`config.mk`:
```
export PLATFORM = sky130hd
export DESIGN_NAME = wb_trace_tx
export DESIGN_NICKNAME = d
export VERILOG_FILES = /design/src/rtl/wb_trace_tx.sv
export SDC_FILE = /design/constraint.sdc
export NUM_CORES = 1
export LEC_CHECK = 0
export ABC_AREA = 0
export BUFFER_PORTS_ARGS = -buffer_cell sky130_fd_sc_hd__buf_2
export CAP_MARGIN = 25
export CORE_ASPECT_RATIO = 0.9
export CORE_MARGIN = 3
export CORE_UTILIZATION = 40
export CTS_BUF_LIST = sky130_fd_sc_hd__clkbuf_2 sky130_fd_sc_hd__clkbuf_4 sky130_fd_sc_hd__clkbuf_8
export DETAILED_ROUTE_END_ITERATION = 16
export GPL_TIMING_DRIVEN = 0
export HOLD_SLACK_MARGIN = 0.08
export SLEW_MARGIN = 5
export SYNTH_ARGS = -nofsm -noshare
export SYNTH_HDL_FRONTEND = slang
export SYNTH_SLANG_ARGS = --single-unit
```
`constraint.sdc`:
```
create_clock -name clk -period 7.15 [get_ports clk]
set_clock_uncertainty 0.2 [all_clocks]
set_input_delay 1.43 -clock clk [delete_from_list [all_inputs] [get_ports clk]]
set_output_delay 1.43 -clock clk [all_outputs]
set_load 0.01 [all_outputs]
```
`src/rtl/wb_trace_tx.sv`:
```
// Write-back trace transmitter: buffers register-file writes and streams each as a framed byte sequence.
// Optional build macro TRACE_CHECKSUM_EN appends an XOR checksum byte to every frame.
module wb_trace_tx #(
    parameter int DEPTH  = 16,
    parameter int ADDR_W = 4
) (
    input  logic              clk,
    input  logic              rst,
    input  logic              wbValid,
    input  logic [4:0]        wbAddr,
    input  logic [31:0]       wbData,
    output logic [7:0]        byteOut,
    output logic              byteValid,
    input  logic              byteReady,
    output logic [ADDR_W:0]   fifoCount,
    output logic              overflow,
    output logic              busy
);

`ifdef TRACE_CHECKSUM_EN
    localparam int FRAME_LEN = 7;
`else
    localparam int FRAME_LEN = 6;
`endif
    localparam logic [2:0]      LAST_IDX   = 3'(FRAME_LEN - 1);
    localparam logic [ADDR_W:0] FULL_COUNT = (ADDR_W + 1)'(DEPTH);
    localparam logic [7:0]      SYNC_BYTE  = 8'hA5;

    typedef enum logic {
        IDLE,
        SEND
    } stateT;

    // FIFO storage: {wbAddr, wbData} per entry
    logic [36:0]       fifoMem [DEPTH];
    logic [ADDR_W-1:0] wrPtr;
    logic [ADDR_W-1:0] rdPtr;
    logic [ADDR_W:0]   countReg;
    logic              overflowReg;

    stateT             state;
    logic [36:0]       entryReg;
    logic [2:0]        idxReg;
    logic [7:0]        byteOutReg;
    logic              byteValidReg;

    logic              pushReq;
    logic              fifoFull;
    logic              pushEn;
    logic              popEn;
    logic [2:0]        idxNext;
    logic [FRAME_LEN-1:0][7:0] frameBytes;

    assign pushReq  = wbValid && (wbAddr != 5'd0);
    assign fifoFull = (countReg == FULL_COUNT);
    assign pushEn   = pushReq && !fifoFull;
    assign popEn    = (state == IDLE) && (countReg != '0);
    assign idxNext  = idxReg + 3'd1;

    always_ff @(posedge clk) begin
        if (pushEn) begin
            fifoMem[wrPtr] <= {wbAddr, wbData};
        end
    end

    // Registered read of the FIFO head; this register is the frame source.
    always_ff @(posedge clk) begin
        if (popEn) begin
            entryReg <= fifoMem[rdPtr];
        end
    end

    always_ff @(posedge clk or negedge rst) begin
        if (!rst) begin
            wrPtr       <= '0;
            rdPtr       <= '0;
            countReg    <= '0;
            overflowReg <= 1'b0;
        end else begin
            if (pushEn) begin
                wrPtr <= wrPtr + 1'b1;
            end
            if (popEn) begin
                rdPtr <= rdPtr + 1'b1;
            end
            case ({pushEn, popEn})
                2'b10:   countReg <= countReg + 1'b1;
                2'b01:   countReg <= countReg - 1'b1;
                default: countReg <= countReg;
            endcase
            // Full test is on the pre-edge count, so a same-edge pop does not rescue the push.
            if (pushReq && fifoFull) begin
                overflowReg <= 1'b1;
            end
        end
    end

    assign frameBytes[0] = SYNC_BYTE;
    assign frameBytes[1] = {3'b000, entryReg[36:32]};

    generate
        for (genvar gi = 0; gi < 4; gi++) begin : gDataBytes
            assign frameBytes[2 + gi] = entryReg[31 - 8 * gi -: 8];
        end
    endgenerate

`ifdef TRACE_CHECKSUM_EN
    assign frameBytes[6] = frameBytes[1] ^ frameBytes[2] ^ frameBytes[3]
                         ^ frameBytes[4] ^ frameBytes[5];
`endif

    always_ff @(posedge clk or negedge rst) begin
        if (!rst) begin
            state        <= IDLE;
            idxReg       <= '0;
            byteOutReg   <= 8'h00;
            byteValidReg <= 1'b0;
        end else begin
            case (state)
                IDLE: begin
                    if (popEn) begin
                        state        <= SEND;
                        idxReg       <= '0;
                        byteOutReg   <= SYNC_BYTE;
                        byteValidReg <= 1'b1;
                    end
                end
                SEND: begin
                    if (byteReady) begin
                        if (idxReg == LAST_IDX) begin
                            state        <= IDLE;
                            idxReg       <= '0;
                            byteOutReg   <= 8'h00;
                            byteValidReg <= 1'b0;
                        end else begin
                            idxReg     <= idxNext;
                            byteOutReg <= frameBytes[idxNext];
                        end
                    end
                end
                default: begin
                    state        <= IDLE;
                    byteValidReg <= 1'b0;
                end
            endcase
        end
    end

    assign byteOut   = byteOutReg;
    assign byteValid = byteValidReg;
    assign fifoCount = countReg;
    assign overflow  = overflowReg;
    assign busy      = (state == SEND) || (countReg != '0);

endmodule
```
==> flow_metrics.tcl, run 1 <==
set metrics [dict create \
    worst-path-max-fanout 17 \
    postCtsSetupRepairBufs 0 \
    syn_to_final_growth_pct 15.6 \
    final_antenna_net_count 0 \
    synth_most_common_cell "edfxtp_1" \
    cts_buffers 103 \
    synth_edf_count 629 \
    clock_path_buffers 3 \
    hold_class "flop to flop" \
    clkSinkCount 656 \
    crit_type "primary input to flop" \
    clock_latency_ns 0.68 \
    netlist.area_leader.share_pct 75.5 \
    ys_seq_area_share_pct 78.2 \
    p_per_area_nw_per_um2 365 \
    synthTopCellsByArea "edfxtp_1, mux4_2, dfrtp_1, a22oi_1, nand2_1" \
    drv_slew 0 \
    final_cell_area_um2 28900 \
    rsz0062_at_grt "no" \
    slowest_stage "or4_1" \
    start_util_pct 40.6 \
    antenna_found_initial 3 \
    path_cells "buf_2 > or4_1 > o21a_1 > and2_1 > inv_1 > ha_1 > clkbuf_1 > xor2_1 > ha_1 > a211oi_1 > nor4_1 > xnor2_1" \
    min_period_over_period_pct 53.6 \
    vias 12200 \
    die-area_um2 65600 \
    cts-resized-gates 0 \
    power_switching_w 0.00308 \
    nFillCells 5206 \
    drive_above_1_share_pct 31.7 \
    overflow 0 \
    die_y_um 243 \
    first_global_vias 12600 \
    vdd_ir_drop_max_uv 145 \
    worst_pin_slew_ns 0.982 \
    ys_top_cells_by_count "edfxtp_1, mux4_2, a22oi_1, nand2_1, dfrtp_1" \
    finalNonFillerCells 2245 \
    wire_per_inst_um 25.6 \
    wl_mm 57.4 \
    drc_errors 0 \
    nNetsFinal 1384 \
    chipWidth_um 270 \
    status "completed" \
    max_stage_delay_ns 0.59 \
    place_congestion 0.792 \
    netlist_area_um2 25000 \
    grt_start_max_net_pins 28 \
    grtUsageTotal_pct 17.8 \
    worstPathRequired_ns 7.55 \
    synth_top_cell_by_area "edfxtp_1" \
    dp_cells 2064 \
    postSynthAreaPerCell_um2 22.0 \
    clockRootBuffer "clkbuf_8" \
    cts_max_level 3 \
    p_leak_nw 9.32 \
    core_um2 61500 \
    finalSetupViolations 0 \
    grt_pass1_wl_mm 85.1 \
    endpoint_kind "flop" \
    crit_arrival_ns 4.23 \
    hold_viol 0 \
    synth_cell_types 47 \
    synth_nets 1186 \
    io_pins 57 \
    port_buffers 56 \
    fmax_ghz 0.261 \
    p_int_w 0.00748 \
    relSlewSlack_pct 34.4 \
    cpMostUsedCell "ha_1" \
    cts.clk_slew.worst_paths_ns 0.05 \
    num_rows 86 \
    synthArstFlopShare_pct 4.12 \
    synth_top_flop_cell "edfxtp_1" \
    drt_pass1_iterations 5 \
    synth-seq-cells 656 \
    hpwl_mm 36.1 \
    netlist_instances 1135 \
    placed_cell_area_um2 27000 \
    drt_iter0_markers 1342 \
    power_frac_seq_pct 45.4 \
    swShare_pct 29.2 \
    yosysWarnings 0 \
    min_period_ns 3.83 \
    holdBufCountCts 0 \
    clkPwrFrac_pct 28.4 \
    p_comb_share_pct 26.1 \
    vias_per_cell 5.42 \
    cts_tree "done" \
    drv_cap 0 \
    start_kind "primary input" \
]
sequential cells by signal, indices dropped and copies added, names as in the netlist:
register / cells
byteOut: 8
byteValid: 1
entryReg: 37
fifoCount: 5
fifoMem: 592
idxReg: 3
overflow: 1
rdPtr: 4
state: 1
wrPtr: 4
power by group through the flow:
| stage | clock network (W) | logic [W] | registers, W |
|---|---|---|---|
| after detailed placement | 0 | 0.00281 | 0.00488 |
| after floorplan | 0 | 0.00181 | 0.00488 |
| final | 0.00300 | 0.00276 | 0.00480 |
| after global routing | 0.00326 | 0.00299 | 0.00483 |
| after global placement | 0 | 0.00266 | 0.00491 |
| after CTS | 0.00308 | 0.00282 | 0.00480 |
per-layer routing:
metal	routed length, um	vias to the layer above	GRT usage [%]
met1	25200	6485	25.6
met5	0	-	0
met2	27000	414	27.5
met4	1050	0	4.55
li1	-	5188	-
met3	4090	91	4.22
worst max-delay path, delay by kind of cell:
kind | cells | cell delay, ns
AO/OA/AOI/OAI | 2 | 0.37
XOR/XNOR | 2 | 0.34
adder cells (fa/ha/maj) | 2 | 0.35
buffers and inverters | 3 | 0.60
AND/OR/NAND/NOR | 3 | 1.13
metrics by stage:
step	hold slack [ns]	util (%)	power [W]	setup WS [ns]	TNS [ns]
2_1_floorplan	0.293	-	0.00668	1.73	0
3_5_place_dp	0.255	43.8	0.00769	2.63	0
4_1_cts	0.270	47.0	0.0107	3.24	0
3_3_place_gp	0.254	42.8	0.00757	-2.25	-273.93
5_1_grt	0.287	47.0	0.0111	3.17	0
6_report	0.267	47.0	0.0106	3.32	0
cells by family (layout without fill, tap and decap cells):
kind of cell	count (synthesis)	after routing	synth area share, %
flops	656	656	78.2
mux	164	164	14.0
compound gates	113	113	3.31
simple gates	113	113	2.20
buf+inv	64	337	1.25
xor+xnor	15	15	0.525
fa+ha+maj	10	10	0.500
other cells	0	1	0
placed cells by master (no fill, tap or decap), types with 8 or more instances in the layout:
cell,count
a21oi_1,9
a22oi_1,74
buf_1,11
buf_12,15
buf_2,68
buf_4,22
buf_6,10
clkbuf_1,24
clkbuf_4,38
clkbuf_8,111
clkinv_1,25
dfrtp_1,27
edfxtp_1,629
ha_1,10
mux2i_1,11
mux4_2,148
nand2_1,53
nor2_4,9
nor2b_1,8
o21ai_0,11
xor2_1,8
path summary, 6_finish.rpt:
kind	start	end	slack [ns]	cells after the start
worst min register to register	overflow	overflow	0.27	1
worst min-delay path	overflow	overflow	0.27	1
min in group asynchronous	rst	wrPtr[2]	0.61	1
max in group asynchronous	rst	idxReg[0]	5.65	1
worst max register to register	fifoCount[1]	fifoCount[4]	3.72	12
worst max-delay path	wbAddr[3]	fifoCount[4]	3.32	12
final cells by class:
cell class,instances,area [um2],share of cell area (%)
multi-input combinational,415,5250,18.2
inverter,6,22.5,0.0779
tap,836,1050,3.62
clock buffer,149,1810,6.27
clock inverter,31,133,0.459
buffer,58,289,1.00
timing repair buffer,93,788,2.73
antenna,1,2.50,0.00866
sequential,656,19600,67.7
Note: power is estimated with default switching activity, not from simulation.
==> run 2, diff against run 1 <==
--- a/config.mk
+++ b/config.mk
@@ -5,7 +5,7 @@
 export SDC_FILE = /design/constraint.sdc
 export NUM_CORES = 1
 export LEC_CHECK = 0
-export ABC_AREA = 0
+export ABC_AREA = 1
 export BUFFER_PORTS_ARGS = -buffer_cell sky130_fd_sc_hd__buf_2
 export CAP_MARGIN = 25
 export CORE_ASPECT_RATIO = 0.9
==> constraint.sdc (replaced) <==
create_clock -name clk -period 3.2 [get_ports clk]
set_clock_uncertainty 0.2 [all_clocks]
set_input_delay 0.64 -clock clk [delete_from_list [all_inputs] [get_ports clk]]
set_output_delay 0.64 -clock clk [all_outputs]
set_load 0.01 [all_outputs]
==> run 2 against run 1 <==
Synthesized cell count up 84%. Clock power grew 130%. Wire length is 36% higher. Global-route usage increased by 4.5 points. Final area grew 5.4%. Clock-buffer cell count shrank 13. Critical endpoint is now fifoMem[2][17]. Highest routed layer unchanged.
==> flow_metrics.tcl, run 2 <==
set metrics [dict create \
    status "completed" \
    final_cell_area_um2 30500 \
    timing.rr.start "fifoCount[0]" \
    netlist.area_leader.share_pct 71.9 \
    grtUsageTotal_pct 22.3 \
    cts_tree "done" \
    rr_endpoint "fifoMem[2][17]" \
    cts_max_level 3 \
    hold_viol 0 \
    grt_start_max_net_pins 29 \
    relSlewSlack_pct 31.3 \
    wire_per_inst_um 24.1 \
    vdd_ir_drop_max_uv 409 \
    drc_errors 0 \
    drv_slew 0 \
    nFillCells 5790 \
    chipWidth_um 276 \
    synth_nets 2144 \
    yosysWarnings 0 \
    clock_path_buffers 3 \
    largest_reg_flops 592 \
    hpwl_mm 51.4 \
    crit_type "flop to flop" \
    start_kind "flop" \
    num_rows 88 \
    multiInputGateArea_um2 5900 \
    worst-path-max-fanout 20 \
    final_cell_mix "edfxtp_1, nor2_1, o21ai_0" \
    vias_per_cell 5.47 \
    drv_cap 0 \
    r2r_slack_ns 0.22 \
    syn_to_final_growth_pct 16.0 \
    cts.clk_slew.worst_paths_ns 0.07 \
    power_switching_w 0.0108 \
    wl_mm 78.1 \
    nNetsFinal 2356 \
    hold_class "primary input to flop" \
    min_period_ns 2.98 \
    worst_pin_slew_ns 1.03 \
    final_common_cell "edfxtp_1" \
    final_antenna_net_count 0 \
    min_period_over_period_pct 93.0 \
    grt_pass1_wl_mm 113 \
    synth-seq-cells 656 \
    r2r_cells 7 \
    p_comb_share_pct 35.6 \
    min_delay_path_depth 1 \
    drt_pass1_iterations 5 \
    finalNonFillerCells 3242 \
    hold_ws_ns 0.127 \
    swShare_pct 39.0 \
    synth_most_common_cell "edfxtp_1" \
    drive_above_1_share_pct 13.2 \
    synth_edf_count 629 \
    dp_cells 3027 \
    synth_top_flop_cell "edfxtp_1" \
    regMostFlops "fifoMem" \
    overflow 0 \
    clkSinkCount 656 \
    core_um2 64500 \
    netlist_instances 2093 \
    clock_latency_ns 0.72 \
    ys_seq_area_share_pct 74.5 \
    cts_buffers 103 \
    p_per_area_nw_per_um2 912 \
    antenna_found_initial 2 \
    synthTopCellsByArea "edfxtp_1, nor2_1, o21ai_0, nand3_1, dfrtp_1" \
    die_y_um 249 \
    fmax_ghz 0.336 \
    p_leak_nw 10.5 \
    clockRootBuffer "clkbuf_8" \
    min-delay-start "wbData[25]" \
    regArea_um2 19600 \
    endpoint_kind "flop" \
    crit_arrival_ns 3.17 \
    first_global_vias 16900 \
    placed_cell_area_um2 28200 \
    whs_endpoint "fifoMem[11][25]" \
    netlist_area_um2 26300 \
    rsz0062_at_grt "no" \
    synthArstFlopShare_pct 4.12 \
    p_int_w 0.0170 \
    io_pins 57 \
    port_buffers 56 \
    ys_top_cells_by_count "edfxtp_1, nor2_1, o21ai_0, nand3_1, nand2_1" \
    place_congestion 0.950 \
    vias 17700 \
    finalSetupViolations 0 \
    clkPwrFrac_pct 25.1 \
    synth_top_cell_by_area "edfxtp_1" \
    power_frac_seq_pct 39.2 \
    die-area_um2 68800 \
    postSynthAreaPerCell_um2 12.5 \
    worstPathRequired_ns 3.39 \
    utilization_pct 47.2 \
    synth_cell_types 28 \
    drt_iter0_markers 1909 \
    start_util_pct 40.7 \
]
run 2: final cells by class:
| class | instances | area share, % |
|---|---|---|
| flip-flops and latches | 656 | 64.2 |
| multi-input cells | 1243 | 19.4 |
| clock buffers | 136 | 5.53 |
| well taps | 855 | 3.51 |
| repair buffers | 107 | 3.31 |
| plain buffers | 125 | 2.18 |
| clock inverters | 50 | 1.05 |
| inverters | 69 | 0.858 |
| diodes | 1 | 0.00821 |
run 2: cell families (layout without fill, tap and decap cells):
group	count (synthesis)	after routing	synth area share (%)
flops	656	656	74.5
compound gates	442	442	9.16
xor+xnor	8	8	0.267
other cells	0	1	0
buf+inv	194	487	3.52
mux	3	3	0.114
simple gates	780	780	12.0
fa+ha+maj	10	10	0.476
run 2: worst max-delay path by stage:
stage | from | to | slack [ns] | cells after the start
global placement | wbAddr[4] | fifoMem[1][12] | -2.77 | 7
finish | fifoCount[0] | fifoMem[2][17] | 0.22 | 7
detailed placement | wbAddr[2] | fifoMem[1][12] | -0.32 | 8
floorplan | wbAddr[2] | fifoMem[11][0] | -0.16 | 6
CTS | fifoCount[0] | fifoMem[2][17] | 0.17 | 7
global route | fifoCount[0] | fifoMem[5][10] | 0.006 | 7
run 2: power groups by stage:
| stage | registers, W | clock network (W) | logic, W |
|---|---|---|---|
| 2_1_floorplan | 0.0110 | 0 | 0.00548 |
| 3_3_place_gp | 0.0111 | 0 | 0.00927 |
| 3_5_place_dp | 0.0111 | 0 | 0.00971 |
| 4_1_cts | 0.0109 | 0.00706 | 0.00977 |
| 5_1_grt | 0.0110 | 0.00745 | 0.0107 |
| 6_report | 0.0109 | 0.00699 | 0.00990 |
run 2: per-layer routing:
layer | GRT usage [%] | up-vias | part of all wire [%] | routed length [um]
met5 | 0 | - | 0 | 0
met2 | 34.0 | 898 | 45 | 35200
met3 | 5.71 | 149 | 9.8 | 7670
met4 | 7.35 | 0 | 3.0 | 2330
li1 | - | 7947 | - | -
met1 | 31.2 | 8731 | 42 | 32900
run 2: what timing repair did:
action,CTS,global route
endpoints found under the setup margin,0,1
hold endpoints to repair,378,0
hold buffers,27,0
resized for setup,0,2
setup buffers,0,0
run 2: through the flow:
step           setup WS (ns)  power (W)   TNS, ns
3_5_place_dp          -0.320     0.0208    -80.27
4_1_cts                0.170     0.0277         0
5_1_grt              0.00559     0.0291         0
2_1_floorplan         -0.156     0.0165    -74.07
6_report               0.223     0.0278         0
3_3_place_gp           -2.77     0.0204  -1384.53
run 2: worst max-delay path, stage by stage (launching register included):
cell and delay [ns]:
dfrtp_1 0.45, inv_1 0.08, nand4_1 0.12, nand3_1 0.24, clkinv_1 0.22, nand2_1 0.27
nor2_4 0.76, buf_12 0.28
